<file path="config.mk">
export PLATFORM = sky130hd
export DESIGN_NAME = ssd_scan_driver
export DESIGN_NICKNAME = d
export VERILOG_FILES = /design/src/rtl/ssd_scan_driver.sv
export SDC_FILE = /design/constraint.sdc
export NUM_CORES = 1
export LEC_CHECK = 0
export ABC_AREA = 1
export CAP_MARGIN = 20
export CORE_MARGIN = 2
export CORE_UTILIZATION = 30
export DETAILED_ROUTE_END_ITERATION = 8
export GPL_ROUTABILITY_DRIVEN = 0
export SLEW_MARGIN = 10
export SYNTH_ARGS = -nofsm -noshare
export SYNTH_HDL_FRONTEND = slang
export SYNTH_SLANG_ARGS = --single-unit
</file>
<file path="constraint.sdc">
create_clock -name clk -period 3.15 [get_ports clk]
set_input_delay 0.315 -clock clk [delete_from_list [all_inputs] [get_ports clk]]
set_output_delay 0.315 -clock clk [all_outputs]
set_load 0.05 [all_outputs]
</file>
<file path="src/rtl/ssd_scan_driver.sv">
// ssd_scan_driver
//   Upstream feeder for a BCD-to-7-segment decoder on a multiplexed,
//   common-anode display. A binary value is converted to BCD by a sequential
//   double-dabble engine (one bit per clock). The finished digits are then
//   time-multiplexed onto the display, one digit nibble and one anode at a
//   time.
//
// Ports
//   clk        in   system clock, rising edge
//   rst        in   synchronous, active-high reset (priority over everything)
//   value      in   binary number to display (BIN_W bits)
//   load       in   convert and show value; sampled only while busy=0
//   busy       out  conversion in progress, load ignored
//   ovf        out  last accepted value exceeded 10^N_DIGITS-1
//   digit      out  BCD nibble of the currently scanned digit
//   anode      out  active-low anode enables, at most one low
//   digit_idx  out  index of the scanned digit (0 = least significant)
module ssd_scan_driver #(
    parameter int N_DIGITS    = 4,
    parameter int BIN_W       = 14,
    parameter int REFRESH_DIV = 100000,
    parameter bit BLANK_LZ    = 1'b1,
    localparam int IDX_W      = (N_DIGITS > 1) ? $clog2(N_DIGITS) : 1
) (
    input  logic                clk,
    input  logic                rst,
    input  logic [BIN_W-1:0]    value,
    input  logic                load,
    output logic                busy,
    output logic                ovf,
    output logic [3:0]          digit,
    output logic [N_DIGITS-1:0] anode,
    output logic [IDX_W-1:0]    digit_idx
);

    localparam int ACC_W = 4 * N_DIGITS;
    localparam int CNT_W = (BIN_W > 1) ? $clog2(BIN_W) : 1;
    localparam int DIV_W = (REFRESH_DIV > 1) ? $clog2(REFRESH_DIV) : 1;

    function automatic logic [63:0] pow10(input int n);
        logic [63:0] p;
        p = 64'd1;
        for (int i = 0; i < n; i++) begin
            p = p * 64'd10;
        end
        return p;
    endfunction

    // Largest value that fits in N_DIGITS decimal digits.
    localparam logic [63:0] MAX_VAL = pow10(N_DIGITS) - 64'd1;

    // Double-dabble correction: every nibble >= 5 gets +3 before the shift.
    function automatic logic [ACC_W-1:0] add3_all(input logic [ACC_W-1:0] a);
        logic [ACC_W-1:0] r;
        r = a;
        for (int i = 0; i < N_DIGITS; i++) begin
            if (a[4*i +: 4] >= 4'd5) begin
                r[4*i +: 4] = a[4*i +: 4] + 4'd3;
            end
        end
        return r;
    endfunction

    // Saturated display pattern used when the value does not fit.
    function automatic logic [ACC_W-1:0] all_nines();
        logic [ACC_W-1:0] r;
        for (int i = 0; i < N_DIGITS; i++) begin
            r[4*i +: 4] = 4'd9;
        end
        return r;
    endfunction

    typedef enum logic {
        IDLE = 1'b0,
        CONV = 1'b1
    } state_t;

    state_t                   state;
    logic [BIN_W-1:0]         shreg;
    logic [ACC_W-1:0]         acc;
    logic [CNT_W-1:0]         bit_cnt;
    logic [ACC_W-1:0]         disp;
    logic [IDX_W-1:0]         idx;
    logic [DIV_W-1:0]         div_cnt;

    logic [ACC_W+BIN_W-1:0]   shifted;
    logic [ACC_W-1:0]         acc_nxt;
    logic [BIN_W-1:0]         shreg_nxt;
    logic                     upper_zero;
    logic [N_DIGITS-1:0]      one_hot;

    // One double-dabble step: correct nibbles, then shift {acc,shreg} left.
    // Bits leaving the top of acc are dropped; ovf saturation covers them.
    always_comb begin
        shifted   = {add3_all(acc), shreg} << 1;
        acc_nxt   = shifted[ACC_W+BIN_W-1:BIN_W];
        shreg_nxt = shifted[BIN_W-1:0];
    end

    // Conversion FSM. disp is only written on the final step so a conversion
    // in flight never shows partial digits.
    always_ff @(posedge clk) begin
        if (rst) begin
            state <= IDLE;
            busy  <= 1'b0;
            ovf   <= 1'b0;
            disp  <= '0;
        end else begin
            case (state)
                IDLE: begin
                    if (load) begin
                        shreg   <= value;
                        acc     <= '0;
                        bit_cnt <= '0;
                        ovf     <= (64'(value) > MAX_VAL);
                        busy    <= 1'b1;
                        state   <= CONV;
                    end
                end
                CONV: begin
                    acc     <= acc_nxt;
                    shreg   <= shreg_nxt;
                    bit_cnt <= bit_cnt + 1'b1;
                    if (bit_cnt == CNT_W'(BIN_W - 1)) begin
                        disp  <= ovf ? all_nines() : acc_nxt;
                        busy  <= 1'b0;
                        state <= IDLE;
                    end
                end
                default: begin
                    state <= IDLE;
                    busy  <= 1'b0;
                end
            endcase
        end
    end

    // Free-running digit scanner, independent of the conversion FSM.
    always_ff @(posedge clk) begin
        if (rst) begin
            div_cnt <= '0;
            idx     <= '0;
        end else if (div_cnt == DIV_W'(REFRESH_DIV - 1)) begin
            div_cnt <= '0;
            idx     <= (idx == IDX_W'(N_DIGITS - 1)) ? '0 : idx + 1'b1;
        end else begin
            div_cnt <= div_cnt + 1'b1;
        end
    end

    // Output decode, purely from registers. A digit is a leading zero when it
    // and every more significant digit are zero; digit 0 is never blanked.
    always_comb begin
        upper_zero = 1'b1;
        for (int i = 0; i < N_DIGITS; i++) begin
            if (i >= int'(idx) && disp[4*i +: 4] != 4'd0) begin
                upper_zero = 1'b0;
            end
        end
        one_hot      = '0;
        one_hot[idx] = 1'b1;
        digit        = disp[int'(idx)*4 +: 4];
        digit_idx    = idx;
        if (BLANK_LZ && idx != '0 && upper_zero) begin
            anode = '1;
        end else begin
            anode = ~one_hot;
        end
    end

endmodule

</file>
# After elaboration in Yosys (flattened, before gate mapping)
# Cells that the tools add are included.
dict set report op_classes {
  n_lt_le_gt_ge 10
  n_reduce_logical 15
  n_shift 1
  muxes 25
  bitwise 3
  n_addsub 7
  eq_ne 5
}
# op n
set op_table {}
lappend op_table {{16-bit two-way mux} 2}
lappend op_table {{16-bit case mux with 2 select lines} 1}
lappend op_table {{14-bit case mux with 2 select lines} 1}
lappend op_table {{4-bit two-way mux} 5}
lappend op_table {{17-bit by 1-bit adder with 17-bit output, second input constant} 1}
lappend op_table {{17-bit equality test, second input constant} 1}
lappend op_table {{4-bit by 3-bit greater-or-equal comparator with 1-bit output, second input constant} 4}
lappend op_table {{4-bit nonzero test} 4}
lappend op_table {{16-bit by 5-bit indexed part select with 4-bit output} 1}
lappend op_table {{14-bit greater-than comparator, second input constant} 1}
lappend op_table {{14-bit two-way mux} 1}
lappend op_table {{4-bit by 2-bit adder with 4-bit output, second input constant} 3}
lappend op_table {{1-bit two-way mux} 9}
lappend op_table {{4-bit case mux with 2 select lines} 1}
lappend op_table {{2-bit AND reduction} 4}
lappend op_table {{1-bit logical AND} 5}
lappend op_table {{4-bit by 1-bit adder with 4-bit output, second input constant} 1}
lappend op_table {{4-bit equality test, second input constant} 1}
lappend op_table {{1-bit by 2-bit greater-or-equal comparator with 1-bit output, first input constant} 2}
lappend op_table {{4-bit inverter} 1}
lappend op_table {{1-bit case mux with 2 select lines} 2}
lappend op_table {{3-bit by 2-bit adder with 3-bit output, second input constant} 1}
lappend op_table {{2-bit by 3-bit < comparator with 1-bit output, second input constant} 1}
lappend op_table {{3-bit two-way mux} 1}
lappend op_table {{other kinds (11)} 12}
dict set report totals {
  wordCells 75
  reg_bits 72
  inputBits 17
  output_inout_bits 12
}

# Logic depth before layout (Yosys ltp)
dict set report depth {
  ltp_word 8
  ltp_mapped 9
  ltp_nobuf 9
}

# Least setup slack after synthesis
# Ideal clock, no wire load.
dict set report synth_path {
  path_kind {flip-flop to flip-flop}
  start {register state}
  end {register acc[0] (enable)}
  period_less_slack_ns 2.745
  path_stages_with_launch 4
  arrival_time_ns 2.308
  n_path_buf 1
  required_time_ns 2.713
  slack_ns 0.405
  path_cell_list {dfxtp_1 > inv_1 > buf_1 > a21oi_1}
}
dict set report synth_via {
  elab_chain_len 3
}
# item line
set synth_lines {}
lappend synth_lines {{start: declaration} 78} ;# state_t state;
lappend synth_lines {{start signal: assignment} 104} ;# state <= IDLE;
lappend synth_lines {{start signal: assignment} 117} ;# state <= CONV;
lappend synth_lines {{start signal: assignment} 127} ;# state <= IDLE;
lappend synth_lines {{1-bit inverter} --}
lappend synth_lines {{2-bit inequality test (no source line)} --}
lappend synth_lines {{2-bit AND reduction (no source line)} --}
lappend synth_lines {{end signal: assignment} 121} ;# acc <= acc_nxt;
lappend synth_lines {{end: declaration} 80} ;# logic [ACC_W-1:0] acc;
# Every way passes these cells.
# A chain may end at the register's enable or synchronous reset.

# Final worst setup path
dict set report layout_path {
  start {register idx[0], in the netlist digit_idx[0]}
  end {output digit[0]}
}
dict set report layout_via {
  elab_chain_len 1
}
# item line
set layout_lines {}
lappend layout_lines {{start: declaration} 83} ;# logic [IDX_W-1:0] idx;
lappend layout_lines {{start signal: assignment} 145} ;# idx <= (idx == IDX_W'(N_DIGITS - 1)) ? '0 : idx + 1'b1;
lappend layout_lines {{16-bit by 5-bit indexed part select with 4-bit output} 162} ;# digit = disp[int'(idx)*4 +: 4];
lappend layout_lines {{end: declaration} 31} ;# output logic [3:0] digit,
# Every way passes these cells.

==> impl.org <==
** Pwr
- Power per unit of standard cell area :: 527 nW/um2
- The worst-case IR drop observed on VDD is between 0.2 and 0.25 mV.
- In this run the static leakage power is roughly 1.9 nW.
- The design draws 2.34 mW.

** STA
- Max-slew violation total from the final report :: 0
- For the pin with the worst max-slew slack, the measured transition is 0.531 ns.
- Setup TNS :: 0 ns
- The routed design could run at a clock period as short as 2.81 ns.
- The worst path uses 89.3% of the clock period.
- In this run the tightest slew margin relative to its limit is 64.5%.
- Least setup slack across all paths after layout :: 0.336 ns
- Setup violations remaining at the end of the flow were counted as 0.
- Derived from the worst setup path, the maximum achievable clock frequency is 0.355 GHz.
- For the final database, setup skew stands at 0.00678 ns.
- Setup repair after global routing left no endpoint under its margin.
- The final hold violation count came to 0.

** Floorplanning
- Area of the placeable core :: 12000 um2
- Count of pins on the block boundary :: 29
- Effective utilization at floorplan :: 30.7%
- The die is 115 um wide.
- The die is 115 um tall.
- The floorplan step defined a die boundary enclosing 13100 um2.
- Number of rows created at floorplan :: 40

** Cells and area
- Share of cells above drive strength 1 :: 9.05%
- The number of antenna diodes in the final layout is 0.
- The finished layout holds 644 standard cells, fillers aside.
- Flip-flop and latch area :: 1780 um2
- Final-layout fill cell count :: 1185
- Combined area of the multi-input logic cells :: 1630 um2
- With fillers left out, the area of the finished cells amounts to 4430 um2.
- Signed area change from the synthesized netlist to the final layout :: 20.7%
- The net count of the finished layout is around 530.

** Drt
- Per-cell via count in the routed design :: 4.58
- Detailed-route DRC error count :: 0
- Detailed Route WL :: 7650 um
- For this block, the initial DRC count from the detailed router was roughly 120.
- Total via count after detailed routing :: 2952
- The first detailed-routing pass ran for 4 iterations.
- Wirelength per Cell :: between 10 and 15 um
- Post-DRT Antenna Nets :: 0

** Critical path
- For the worst setup path, the data arrival time is around 2.5 ns.
- The worst setup path is launched from a flop.
- The worst register-to-register path begins at state$_SDFF_PP0_.
- Worst Path Max Fanout :: 14
- Capturing element type of the critical path :: primary output
- Data on the critical path is required at its endpoint by 2.83 ns.
- Startpoint of the worst setup timing path :: digit_idx[0]$_SDFFE_PP0N_
- Worst setup path class :: flop to primary output

** Placed design
- The wire-length estimate of the detail-placed layout is 5540 um.
- Counting tap cells, the placed design contains a total of 628 instances.
- Port Buffers :: 28
- In this run the cell area measured after placement is ~4000 um2.
- At the placement stage, the worst setup path has a slack of 0.716 ns.

** Hold path
- In this run the most critical hold path is launched from div_cnt[0]$_SDFF_PP0_.
- The tightest min-delay check is of the flop to flop type.

** GRT
- Wire length of the first global-routing pass :: 13100 um
- Entering global routing, the biggest net connects 33 pins.
- Initial antenna violation count :: 0
- Summed over all layers, the global routing overflow is 0.
- Global router's overall resource usage :: 12.7%
- Via count of the first global-routing pass :: 2827

** CTS
- Post-CTS repair changed the size of 0 cells.
- Post-CTS Setup Repair Bufs :: 0
- Clock-pin slew was measured on the worst setup and hold paths at roughly 0.060 ns.
- CTS built an H-tree with a depth of 3.
- Root Driver :: sky130_fd_sc_hd__clkbuf_16
- TritonCTS Sinks :: 72
- Buffers inserted to repair hold after CTS numbered 0.
- Longest Clk Path Bufs :: 2
- Later-pin clock latency in the skew report :: 0.33 ns
- TritonCTS built the clock tree.
- Counting the buffers created by CTS gives 9.

** Yosys
- Yosys attributes the largest share of cell area to sky130_fd_sc_hd__edfxtp_1 28%, sky130_fd_sc_hd__dfxtp_1 21%, sky130_fd_sc_hd__nand2_1 13%.
- Most frequently used flop master after synthesis :: sky130_fd_sc_hd__dfxtp_1
- Syn nets :: between 400 and 500
- Cell Area, Synth :: 3670 um2
- A synthesized cell averages ~8 um2.
- The number of different library cells used by synthesis comes to 32.
- In this run the biggest area consumer among cell types represents between 20% and 30% of the synthesized area.
- After synthesis, the share of flip-flops with an asynchronous set or reset is 0%.
- Counting every instance in the synthesized netlist gives 458.
- For this run, the number of Yosys warnings is 0.
- Register bit total from synthesis :: 72
- EDFF count, synth :: 34
- Most area-hungry cell type in the Yosys netlist :: sky130_fd_sc_hd__edfxtp_1
- Sequential-to-total area share from yosys stat :: 48.5%

** Status
- The run finished with clean final reports.

** Run
- Max Cap Viol :: 0
==> sequential cells by signal (all words and copies together) (netlist names) <==
| signal | cells |
|---|---|
| ovf | 1 |
| bit_cnt | 4 |
| acc | 16 |
| busy | 1 |
| shreg | 14 |
| digit_idx | 2 |
| disp | 16 |
| state | 1 |
| div_cnt | 17 |
==> final timing paths <==
kind	to	slack, ns	cells after the start
min reg2reg	div_cnt[0]$_SDFF_PP0_	0.46	1
max reg2reg	acc[15]$_SDFFCE_PN0P_	1.35	4
max	digit[0]	0.34	5
min	div_cnt[0]$_SDFF_PP0_	0.46	1
==> placed cells by master (no fill, tap or decap), types with 2 or more instances in the layout <==
cell / n
sky130_fd_sc_hd__xor2_1: 6
sky130_fd_sc_hd__ha_1: 16
sky130_fd_sc_hd__buf_4: 6
sky130_fd_sc_hd__nor3_1: 4
sky130_fd_sc_hd__bufinv_16: 2
sky130_fd_sc_hd__xnor2_1: 5
sky130_fd_sc_hd__clkdlybuf4s50_1: 25
sky130_fd_sc_hd__inv_2: 3
sky130_fd_sc_hd__dfxtp_1: 38
sky130_fd_sc_hd__nor2_2: 9
sky130_fd_sc_hd__a21oi_1: 25
sky130_fd_sc_hd__nor2_1: 54
sky130_fd_sc_hd__o21ai_0: 33
sky130_fd_sc_hd__nand2_2: 3
sky130_fd_sc_hd__o21ai_1: 2
sky130_fd_sc_hd__nand2_4: 2
sky130_fd_sc_hd__nand4_1: 5
sky130_fd_sc_hd__nor2_4: 2
sky130_fd_sc_hd__clkbuf_16: 9
sky130_fd_sc_hd__clkinv_4: 2
sky130_fd_sc_hd__nand3_1: 20
sky130_fd_sc_hd__edfxtp_1: 34
sky130_fd_sc_hd__inv_1: 55
sky130_fd_sc_hd__nand2_1: 124
==> cell families (layout without fill, tap and decap cells) <==
kind of cell | Yosys count | count (layout) | share of synthesized area (%)
adder cells (fa/ha/maj) | 16 | 16 | 5.45
AND/OR/NAND/NOR | 227 | 227 | 26.8
AO/OA/AOI/OAI | 65 | 65 | 9.16
buffers and inverters | 67 | 106 | 7.43
flip-flops | 72 | 72 | 48.5
XOR/XNOR | 11 | 11 | 2.62
==> synthesized netlist by cell type (2+ instances only) <==
master and n:
sky130_fd_sc_hd__nand2_1 124, sky130_fd_sc_hd__inv_1 55, sky130_fd_sc_hd__nor2_1 54, sky130_fd_sc_hd__dfxtp_1 38, sky130_fd_sc_hd__edfxtp_1 34, sky130_fd_sc_hd__o21ai_0 33, sky130_fd_sc_hd__a21oi_1 26, sky130_fd_sc_hd__nand3_1 20
sky130_fd_sc_hd__ha_1 16, sky130_fd_sc_hd__nor2_2 9, sky130_fd_sc_hd__xor2_1 6, sky130_fd_sc_hd__nand4_1 5, sky130_fd_sc_hd__xnor2_1 5, sky130_fd_sc_hd__buf_2 4, sky130_fd_sc_hd__nor3_1 4, sky130_fd_sc_hd__inv_2 3
sky130_fd_sc_hd__nand2_2 3, sky130_fd_sc_hd__buf_1 2, sky130_fd_sc_hd__nand2_4 2, sky130_fd_sc_hd__nor2_4 2, sky130_fd_sc_hd__o21ai_1 2
==> power breakdown <==
part	switching [mW]	internal, mW	total (mW)
logic	0.124	0.0727	0.197
clock network	0.391	0.699	1.09
registers	0.0209	1.03	1.05
==> worst max-delay path, cell delays in order, from the launching register on <==
cell and delay (ns):
sky130_fd_sc_hd__dfxtp_1 0.53, sky130_fd_sc_hd__inv_1 0.28, sky130_fd_sc_hd__o21ai_0 0.22, sky130_fd_sc_hd__a21oi_1 0.06, sky130_fd_sc_hd__a21oi_1 0.22, sky130_fd_sc_hd__clkdlybuf4s50_1 0.85
==> layer usage <==
metal  global-route usage (%)  wire, um  vias up
li1                         -         -     1550
met1                     15.7      3600     1364
met4                     5.12       119        0
met3                     2.44       187        8
met5                        0         0        -
met2                     21.7      3740       30
==> metrics by stage <==
step	hold WS (ns)	util [%]
after CTS	0.462	37.1
after global routing	0.499	37.1
after floorplan	0.384	-
after detailed placement	0.449	34.4
final	0.462	37.1
after global placement	0.437	34.4
==> cell type report <==
cell class | instances | share of cell area (%)
sequential | 72 | 40.2
timing repair buffer | 31 | 6.66
inverter | 59 | 4.99
clock buffer | 10 | 5.16
multi-input combinational | 319 | 36.8
clock inverter | 6 | 2.09
tap | 147 | 4.15
Power figures use the tool's default switching activity.
